===== src/rtl/spike_enc_pkg.sv =====
// Shared definitions for the spike encoder.
// Holds the FSM state type, LFSR seed/tap constants, default parameter values
// and a saturating-increment helper.
package spike_enc_pkg;

  typedef enum logic [1:0] {
    StIdle,
    StRun,
    StRefr
  } enc_state_e;

  // Fibonacci taps 8,6,5,4 map to bits 7,5,4,3.
  localparam logic [7:0] LfsrSeed = 8'hB8;
  localparam logic [7:0] LfsrTaps = 8'b1011_1000;

  localparam int unsigned DefRefract = 2;
  localparam int unsigned DefWindow  = 256;

  function automatic logic [7:0] sat_inc(input logic [7:0] v, input logic inc);
    return (inc && (v != 8'hFF)) ? v + 8'd1 : v;
  endfunction

endpackage


===== src/rtl/spike_lfsr8.sv =====
// 8-bit Fibonacci LFSR used for stochastic spike encoding.
// Ports:
//   clk   - clock, rising edge
//   rst_n - asynchronous active-low reset, loads the seed
//   step  - advance one state this cycle
//   value - current LFSR state
module spike_lfsr8
  import spike_enc_pkg::*;
(
  input  logic       clk,
  input  logic       rst_n,
  input  logic       step,
  output logic [7:0] value
);

  logic feedback;

  assign feedback = ^(value & LfsrTaps);

  always_ff @(posedge clk or negedge rst_n) begin
    if (!rst_n) begin
      value <= LfsrSeed;
    end else if (step) begin
      value <= {value[6:0], feedback};
    end
  end

endmodule


===== src/rtl/spike_encoder.sv =====
// Rate encoder: converts an 8-bit intensity into a spike train and reports the
// number of spikes per window of WINDOW active cycles.
// Default build uses a phase accumulator (carry = spike). Defining
// SPIKE_ENC_LFSR_EN selects stochastic encoding (spike when lfsr < intensity).
// Ports:
//   clk         - clock, rising edge
//   rst_n       - asynchronous active-low reset
//   enable      - run request; low returns to idle and discards the window
//   intensity   - stimulus value, sampled on run entry and at window boundaries
//   spike       - registered one-cycle spike pulse
//   spike_count - spikes in last completed window (saturating at 255)
//   count_valid - one-cycle strobe when spike_count updates
module spike_encoder
  import spike_enc_pkg::*;
#(
  parameter int unsigned REFRACT = DefRefract,
  parameter int unsigned WINDOW  = DefWindow
) (
  input  logic       clk,
  input  logic       rst_n,
  input  logic       enable,
  input  logic [7:0] intensity,
  output logic       spike,
  output logic [7:0] spike_count,
  output logic       count_valid
);

  localparam logic [7:0] WinLast    = 8'(WINDOW - 1);
  localparam bit         HasRefract = (REFRACT != 0);
  localparam logic [3:0] RefrLoad   = HasRefract ? 4'(REFRACT - 1) : 4'd0;

  enc_state_e state_q;
  logic [7:0] intensity_q;
  logic [7:0] acc_q;
  logic [7:0] win_cnt_q;
  logic [7:0] spk_cnt_q;
  logic [3:0] refr_cnt_q;

  logic       carry;
  logic       fire;
  logic [7:0] acc_run_d;
  logic [7:0] acc_refr_d;

`ifdef SPIKE_ENC_LFSR_EN
  logic [7:0] lfsr_value;
  logic       lfsr_step;

  assign lfsr_step = enable && (state_q != StIdle);

  spike_lfsr8 u_lfsr (
    .clk   (clk),
    .rst_n (rst_n),
    .step  (lfsr_step),
    .value (lfsr_value)
  );

  assign carry      = (lfsr_value < intensity_q);
  // Accumulator unused in stochastic mode; it stays at its idle value of 0.
  assign acc_run_d  = acc_q;
  assign acc_refr_d = acc_q;
`else
  logic [8:0] sum;

  assign sum        = {1'b0, acc_q} + {1'b0, intensity_q};
  assign carry      = sum[8];
  assign acc_run_d  = sum[7:0];
  // Clamp during refractory so the phase does not wrap and lose the overflow.
  assign acc_refr_d = sum[8] ? 8'hFF : sum[7:0];
`endif

  assign fire = (state_q == StRun) && carry;

  always_ff @(posedge clk or negedge rst_n) begin
    if (!rst_n) begin
      state_q     <= StIdle;
      intensity_q <= 8'd0;
      acc_q       <= 8'd0;
      win_cnt_q   <= 8'd0;
      spk_cnt_q   <= 8'd0;
      refr_cnt_q  <= 4'd0;
      spike       <= 1'b0;
      spike_count <= 8'd0;
      count_valid <= 1'b0;
    end else if (!enable) begin
      state_q     <= StIdle;
      spike       <= 1'b0;
      count_valid <= 1'b0;
    end else begin
      case (state_q)
        StRun, StRefr: begin
          if (state_q == StRun) begin
            acc_q <= acc_run_d;
            spike <= carry;
            if (carry && HasRefract) begin
              state_q    <= StRefr;
              refr_cnt_q <= RefrLoad;
            end
          end else begin
            acc_q <= acc_refr_d;
            spike <= 1'b0;
            if (refr_cnt_q == 4'd0) begin
              state_q <= StRun;
            end else begin
              refr_cnt_q <= refr_cnt_q - 4'd1;
            end
          end
          if (win_cnt_q == WinLast) begin
            win_cnt_q   <= 8'd0;
            spike_count <= sat_inc(spk_cnt_q, fire);
            count_valid <= 1'b1;
            spk_cnt_q   <= 8'd0;
            intensity_q <= intensity;
          end else begin
            win_cnt_q   <= win_cnt_q + 8'd1;
            spk_cnt_q   <= sat_inc(spk_cnt_q, fire);
            count_valid <= 1'b0;
          end
        end
        default: begin
          state_q     <= StRun;
          intensity_q <= intensity;
          acc_q       <= 8'd0;
          win_cnt_q   <= 8'd0;
          spk_cnt_q   <= 8'd0;
          spike       <= 1'b0;
          count_valid <= 1'b0;
        end
      endcase
    end
  end

endmodule


===== config.mk =====
export PLATFORM = sky130hd
export DESIGN_NAME = spike_encoder
export DESIGN_NICKNAME = d
export VERILOG_FILES = /design/src/rtl/spike_enc_pkg.sv /design/src/rtl/spike_lfsr8.sv /design/src/rtl/spike_encoder.sv
export SDC_FILE = /design/constraint.sdc
export NUM_CORES = 1
export LEC_CHECK = 0
export ABC_AREA = 0
export CAP_MARGIN = 20
export CORE_ASPECT_RATIO = 0.6
export CORE_MARGIN = 8
export CORE_UTILIZATION = 30
export CTS_CLUSTER_SIZE = 8
export DETAILED_ROUTE_END_ITERATION = 10
export DONT_BUFFER_PORTS = 1
export GPL_TIMING_DRIVEN = 0
export SYNTH_ARGS = -nofsm -noshare
export SYNTH_HDL_FRONTEND = slang
export SYNTH_SLANG_ARGS = --single-unit

===== constraint.sdc =====
create_clock -name clk -period 2.4 [get_ports clk]
set_input_delay 0.48 -clock clk [delete_from_list [all_inputs] [get_ports clk]]
set_output_delay 0.48 -clock clk [all_outputs]
set_load 0.1 [all_outputs]

==> results.yml, run 1 <==
sta:
  tightestPinTransition_ps: 920
  fin_crit_ps: 2270
  fmax_mhz: 441
  skew_ps: 6.51
  hold_slack_ps: 33.6
  fin_ws_ps: 133
  min_period_over_period: 0.945
  setup_violations: 0
  drv_slew: 0
  final-hold-violation-count: 0
  rsz0062_at_grt: "no"
  maxSlewHeadroom: 0.387
global_routing:
  grt_pass1_wl_mm: 10.7
  overflow: 0
  grt_pass1_vias: 1938
  track_usage: 0.109
  grt_max_degree: 49
  antenna_found_initial: 0
finish:
  multi_input_area_um2: 1420
  fillCellCount: 877
  seqCellArea_um2: 1200
  layout-area-overhead-vs-synth_pct: 12.5
  n_antenna_cell: 0
  drive_gt1_frac: 0.148
  finalNetCount: 296
outcome:
  outcome: "completed"
pwr:
  clockPowerShare: 0.235
  peakVddDrop_mv: 0.339
  power_frac_comb: 0.408
  seqPwrFrac: 0.357
  internal-power_mw: 1.93
  p_per_area_nw_per_um2: 1030
  p_sw_frac: 0.383
  power_leakage_nw: 1.25
  power_switching_mw: 1.19
  finalPower_mw: 3.12
floorplan:
  dieHeight_um: 89.3
  rows: 26
  die-area_um2: 12300
  fp.dieW_um: 138
  io_pins: 21
  core_area_um2: 8590
  initial_core_util: 0.313
synth:
  muxShareOfSynthArea: 0.0447
  netlist_area_um2: 2690
  ys_types: 53
  synth-simple-area-share: 0.132
  synth_compound_gate_area_share: 0.232
  synth-async-reset-ratio: 1.00
  synth_top_family_by_area: "compound AO/OA/AOI/OAI gates"
  yosysWarnings: 0
  post_synth_fa_ha_maj_area_fraction: 0.0727
  synthFlopType: "dfrtp_1"
  synth_area_per_cell_um2: 10.2
  ys_ff_latch: 48
  synth-edff-count: 0
  synth-xor-area-share: 0.0424
  yosysSeqAreaShare: 0.447
  synth_nets: 288
  syn_inst: 262
route:
  drt_iter0_drc: 98
  wire_per_inst_um: 16.6
  drc: 0
  postRouteAntennaNets: 0
  dr.pass1.iters: 4
  wl_mm: 6.33
  dr_total_vias: 1975
  vias_per_cell: 5.17
critical_path:
  max_stage_delay_ps: 400
  start_kind: "flip-flop"
  critPathBufInv: 0
  cp_top_family: "compound AO/OA/AOI/OAI gates"
  crit_chain: "ha_1, fa_2, a211oi_4, or3_4, a21oi_4, a22o_1, a211o_1"
  startpoint: "intensity_q[0]"
  end_kind: "flip-flop"
  cp_slowest_cell: "fa_2"
  cp_data_arrival_time_ps: 2450
  cp_data_required_time_ps: 2580
  r2r_start: "intensity_q[0]"
  critPathKind: "reg2reg"
  crit_fanout: 8
cts:
  cts_max_path_buffers: 2
  cts_tree: "done"
  clk_latency_ps: 290
  cts.clk_slew.worst_paths_ps: 60
  cts_buffers: 5
  cts_num_sinks: 48
  cts_max_level: 2
  cts_root_buffer: "clkbuf_16"
place:
  hpwl_mm: 4.61
  gp_congestion: 0.836
  placement.io_buffers: 0
  dp_worst_setup_slack_ps: -30.2
flow_run:
  drv_cap: 0
worst_hold_path:
  hold_class: "in2async"
cells in the final DEF, fill, tap and decap left out, types with 5 or more instances in the layout:
cell / n
inv_1: 6
nand3_1: 10
clkbuf_16: 5
dfrtp_1: 48
mux2_2: 8
o2bb2ai_1: 5
nor2_1: 23
nand2_1: 16
o21ai_1: 5
xor2_1: 7
o21ai_0: 14
a31oi_1: 9
a21oi_1: 16
ha_1: 14
xnor2_1: 6
cell usage after synthesis, types with 5 or more instances:
cell	instances	share of area
inv_1	6	0.0084
nand2_1	16	0.022
xnor2_1	6	0.020
a21oi_1	16	0.030
xor2_1	7	0.023
o21ai_0	14	0.026
o2bb2ai_1	5	0.016
dfrtp_1	48	0.45
o21ai_1	6	0.011
mux2_2	8	0.034
ha_1	14	0.065
nand3_1	10	0.019
a31oi_1	9	0.021
nor2_1	23	0.032
flip-flops by register name, summed over array words and instances (netlist names):
signal / flops
acc_q: 8
spk_cnt_q: 8
count_valid: 1
intensity_q: 8
state_q: 2
spike: 1
spike_count: 8
refr_cnt_q: 4
win_cnt_q: 8
routing by layer:
layer  up-vias  GRT usage  part of all wire
met5         -          0                 0
met1       945      0.161              0.57
met4         0     0.0353            0.0090
met3         5     0.0403             0.062
met2        43      0.136              0.36
li1        982          -                 -
metrics by stage:
step           utilization  cells  area [µm²]  setup TNS, ps
3_5_place_dp         0.329    374        2830           -104
3_3_place_gp         0.329    374        2830           -232
2_1_floorplan            -    262        2690              0
6_report             0.352    382        3020              0
5_1_grt              0.352    382        3020              0
4_1_cts              0.350    382        3010              0
final timing paths:
kind | cells past startpoint | to | slack [ps]
setup / recovery | 7 | acc_q[5] | 130
hold / removal | 1 | intensity_q[6] | 30
setup reg to reg | 7 | acc_q[5] | 130
hold reg to reg | 1 | acc_q[3] | 490
max in group asynchronous | 1 | refr_cnt_q[1] | 2140
min in group clk | 1 | intensity_q[7] | 340
kinds of logic (layout without fill, tap and decap cells):
logic type	Yosys count	count (layout)
DFF	48	48
muxes	11	11
AOI/OAI and AO/OA	85	85
and+or+nand+nor	72	72
xor gates and xnor gates	13	13
buffers and inverters	18	26
adders and majority gates	15	15
power by group through the flow:
stage,sequential (mW),combinational (mW),clock [mW]
2_1_floorplan,1.09,0.989,0
3_3_place_gp,1.12,1.19,0
3_5_place_dp,1.13,1.22,0
4_1_cts,1.11,1.26,0.763
5_1_grt,1.13,1.44,0.797
6_report,1.11,1.27,0.733
worst register-to-register path, cell delays in order (launching register included):
cell and delay (ps):
dfrtp_1 390, ha_1 240, fa_2 400, a211oi_4 270
or3_4 250, a21oi_4 120, a22o_1 230, a211o_1 260
timing repair:
action / in CTS / in global routing
endpoints found under the hold margin: 48 / 0
buffers inserted: 0 / 0
endpoints found under the setup margin: 8 / 14
hold buffers: 1 / 0
gates resized for setup: 1 / 3
final cells by class:
cell class                      count  share of cell area
Multi-Input combinational cell    196               0.470
Tap cell                          112              0.0464
Clock buffer                        7              0.0505
Buffer                             10              0.0166
Sequential cell                    48               0.398
Timing Repair Buffer                1             0.00911
Inverter                            8             0.00994
(Power assumes the default switching activity.)
==> inputs of run 2 (changes only) <==
- PLACE_DENSITY: not set -> 0.46
==> run 2 against run 1 <==
Effect of this change:
- register-to-register slack better by 20 ps
- via count is 1.0% lower
- critical path type unchanged
- worst setup slack better by 18 ps
- largest cell class unchanged
- first-iteration DRC count up 31%
- largest power group unchanged
- fmax up 0.82%
- power grew 2.4%
- utilization rose by 0.17 points
==> results.yml, run 2 (same netlist as run 1, synthesis figures left out) <==
route:
  vias_per_cell: 5.10
  dr_total_vias: 1955
  wire_per_inst_um: 16.8
  wl_mm: 6.45
  drc: 0
  dr.pass1.iters: 4
  drt_iter0_drc: 128
  postRouteAntennaNets: 0
global_routing:
  track_usage: 0.112
  overflow: 0
  grt_max_degree: 49
  antenna_found_initial: 0
  grt_pass1_vias: 1923
  grt_pass1_wl_mm: 10.9
pwr:
  power_frac_comb: 0.400
  finalPower_mw: 3.20
  p_per_area_nw_per_um2: 1050
  power_leakage_nw: 1.25
  seqPwrFrac: 0.348
  internal-power_mw: 1.98
  clockPowerShare: 0.252
  power_switching_mw: 1.22
  peakVddDrop_mv: 0.402
  p_sw_frac: 0.381
finish:
  finalNetCount: 296
  final_cells: 383
  layout_common_cells: "48 x dfrtp_1, 23 x nor2_1, 16 x nand2_1, 16 x a21oi_1"
  drive_gt1_frac: 0.151
  final_common_cell: "dfrtp_1"
  layout-area-overhead-vs-synth_pct: 13.1
  n_antenna_cell: 0
critical_path:
  reg2reg_depth: 7
  end_kind: "flip-flop"
  critPathKind: "reg2reg"
  worst_r2r_endpoint: "acc_q[5]"
  start_kind: "flip-flop"
  cp_data_arrival_time_ps: 2430
  crit_fanout: 8
  reg2reg_slack_ps: 150
  r2r_start: "intensity_q[0]"
  startpoint: "intensity_q[0]"
  cp_data_required_time_ps: 2580
floorplan:
  initial_core_util: 0.313
  dieHeight_um: 89.3
  rows: 26
  fp.dieW_um: 138
  core_area_um2: 8590
  die-area_um2: 12300
  io_pins: 21
sta:
  rsz0062_at_grt: "no"
  maxSlewHeadroom: 0.396
  skew_ps: 7.84
  fmax_mhz: 445
  setup_violations: 0
  drv_slew: 0
  tightestPinTransition_ps: 907
  min_period_over_period: 0.937
  fin_crit_ps: 2250
  fin_ws_ps: 151
  hold_slack_ps: 36.2
  final-hold-violation-count: 0
cts:
  cts.clk_slew.worst_paths_ps: 70
  cts_tree: "done"
  cts_max_path_buffers: 2
  cts_num_sinks: 48
  cts_max_level: 2
  clk_latency_ps: 290
  cts_buffers: 5
  cts_root_buffer: "clkbuf_16"
  cts_setup_buffers: 0
flow_run:
  drv_cap: 0
outcome:
  outcome: "completed"
place:
  placement.io_buffers: 0
  gp_congestion: 0.768
  place_inst: 374
  dp_worst_setup_slack_ps: -55.5
  hpwl_mm: 4.66
worst_hold_path:
  hold_class: "in2async"
## run 2: power groups by stage
stage / sequential [mW] / clock [mW] / combinational [mW]
2_1_floorplan: 1.09 / 0 / 0.989
3_3_place_gp: 1.12 / 0 / 1.22
3_5_place_dp: 1.13 / 0 / 1.23
4_1_cts: 1.11 / 0.833 / 1.27
5_1_grt: 1.14 / 0.865 / 1.45
6_report: 1.11 / 0.806 / 1.28
## run 2: cell type report
type	count	area, µm²
Timing Repair Buffer	1	27.5
Fill cell	887	5550
Clock buffer	5	125
Clock inverter	3	42.5
Sequential cell	48	1200
Inverter	8	30.0
Buffer	10	50.0
Multi-Input combinational cell	196	1420
Tap cell	112	140
## run 2: timing repair
item,CTS,global route
resized for setup,2,2
gates cloned,0,0
endpoints found under the setup margin,11,13
hold buffers,1,0
hold endpoints to repair,48,0
## run 2: critical path: stages, from the launching register on
cell	delay, ps
dfrtp_1	390
ha_1	240
fa_2	400
a211oi_4	270
or3_4	240
a21oi_4	110
a22o_1	220
a211o_1	250
## run 2: worst max-delay path by stage
stage                           endpoint  cells past startpoint
after floorplan                 acc_q[5]                      7
after global placement      spk_cnt_q[3]                      8
after detailed placement    spk_cnt_q[3]                      8
after CTS                       acc_q[5]                      7
after global routing      spike_count[5]                      8
final                           acc_q[5]                      7
## run 2: stage by stage
step / instance area, µm² / TNS [ps] / util
after global placement: 2830 / -658 / 0.329
after global routing: 3040 / 0 / 0.354
final: 3040 / 0 / 0.354
after detailed placement: 2830 / -298 / 0.329
after CTS: 3030 / 0 / 0.352
after floorplan: 2690 / 0 / -
## run 2: routing by layer
| layer | up-vias | global-route usage | part of all wire |
|---|---|---|---|
| li1 | 986 | - | - |
| met1 | 938 | 0.175 | 0.59 |
| met3 | 5 | 0.0361 | 0.054 |
| met2 | 26 | 0.135 | 0.35 |
| met4 | 0 | 0.0265 | 0.0064 |
| met5 | - | 0 | 0 |
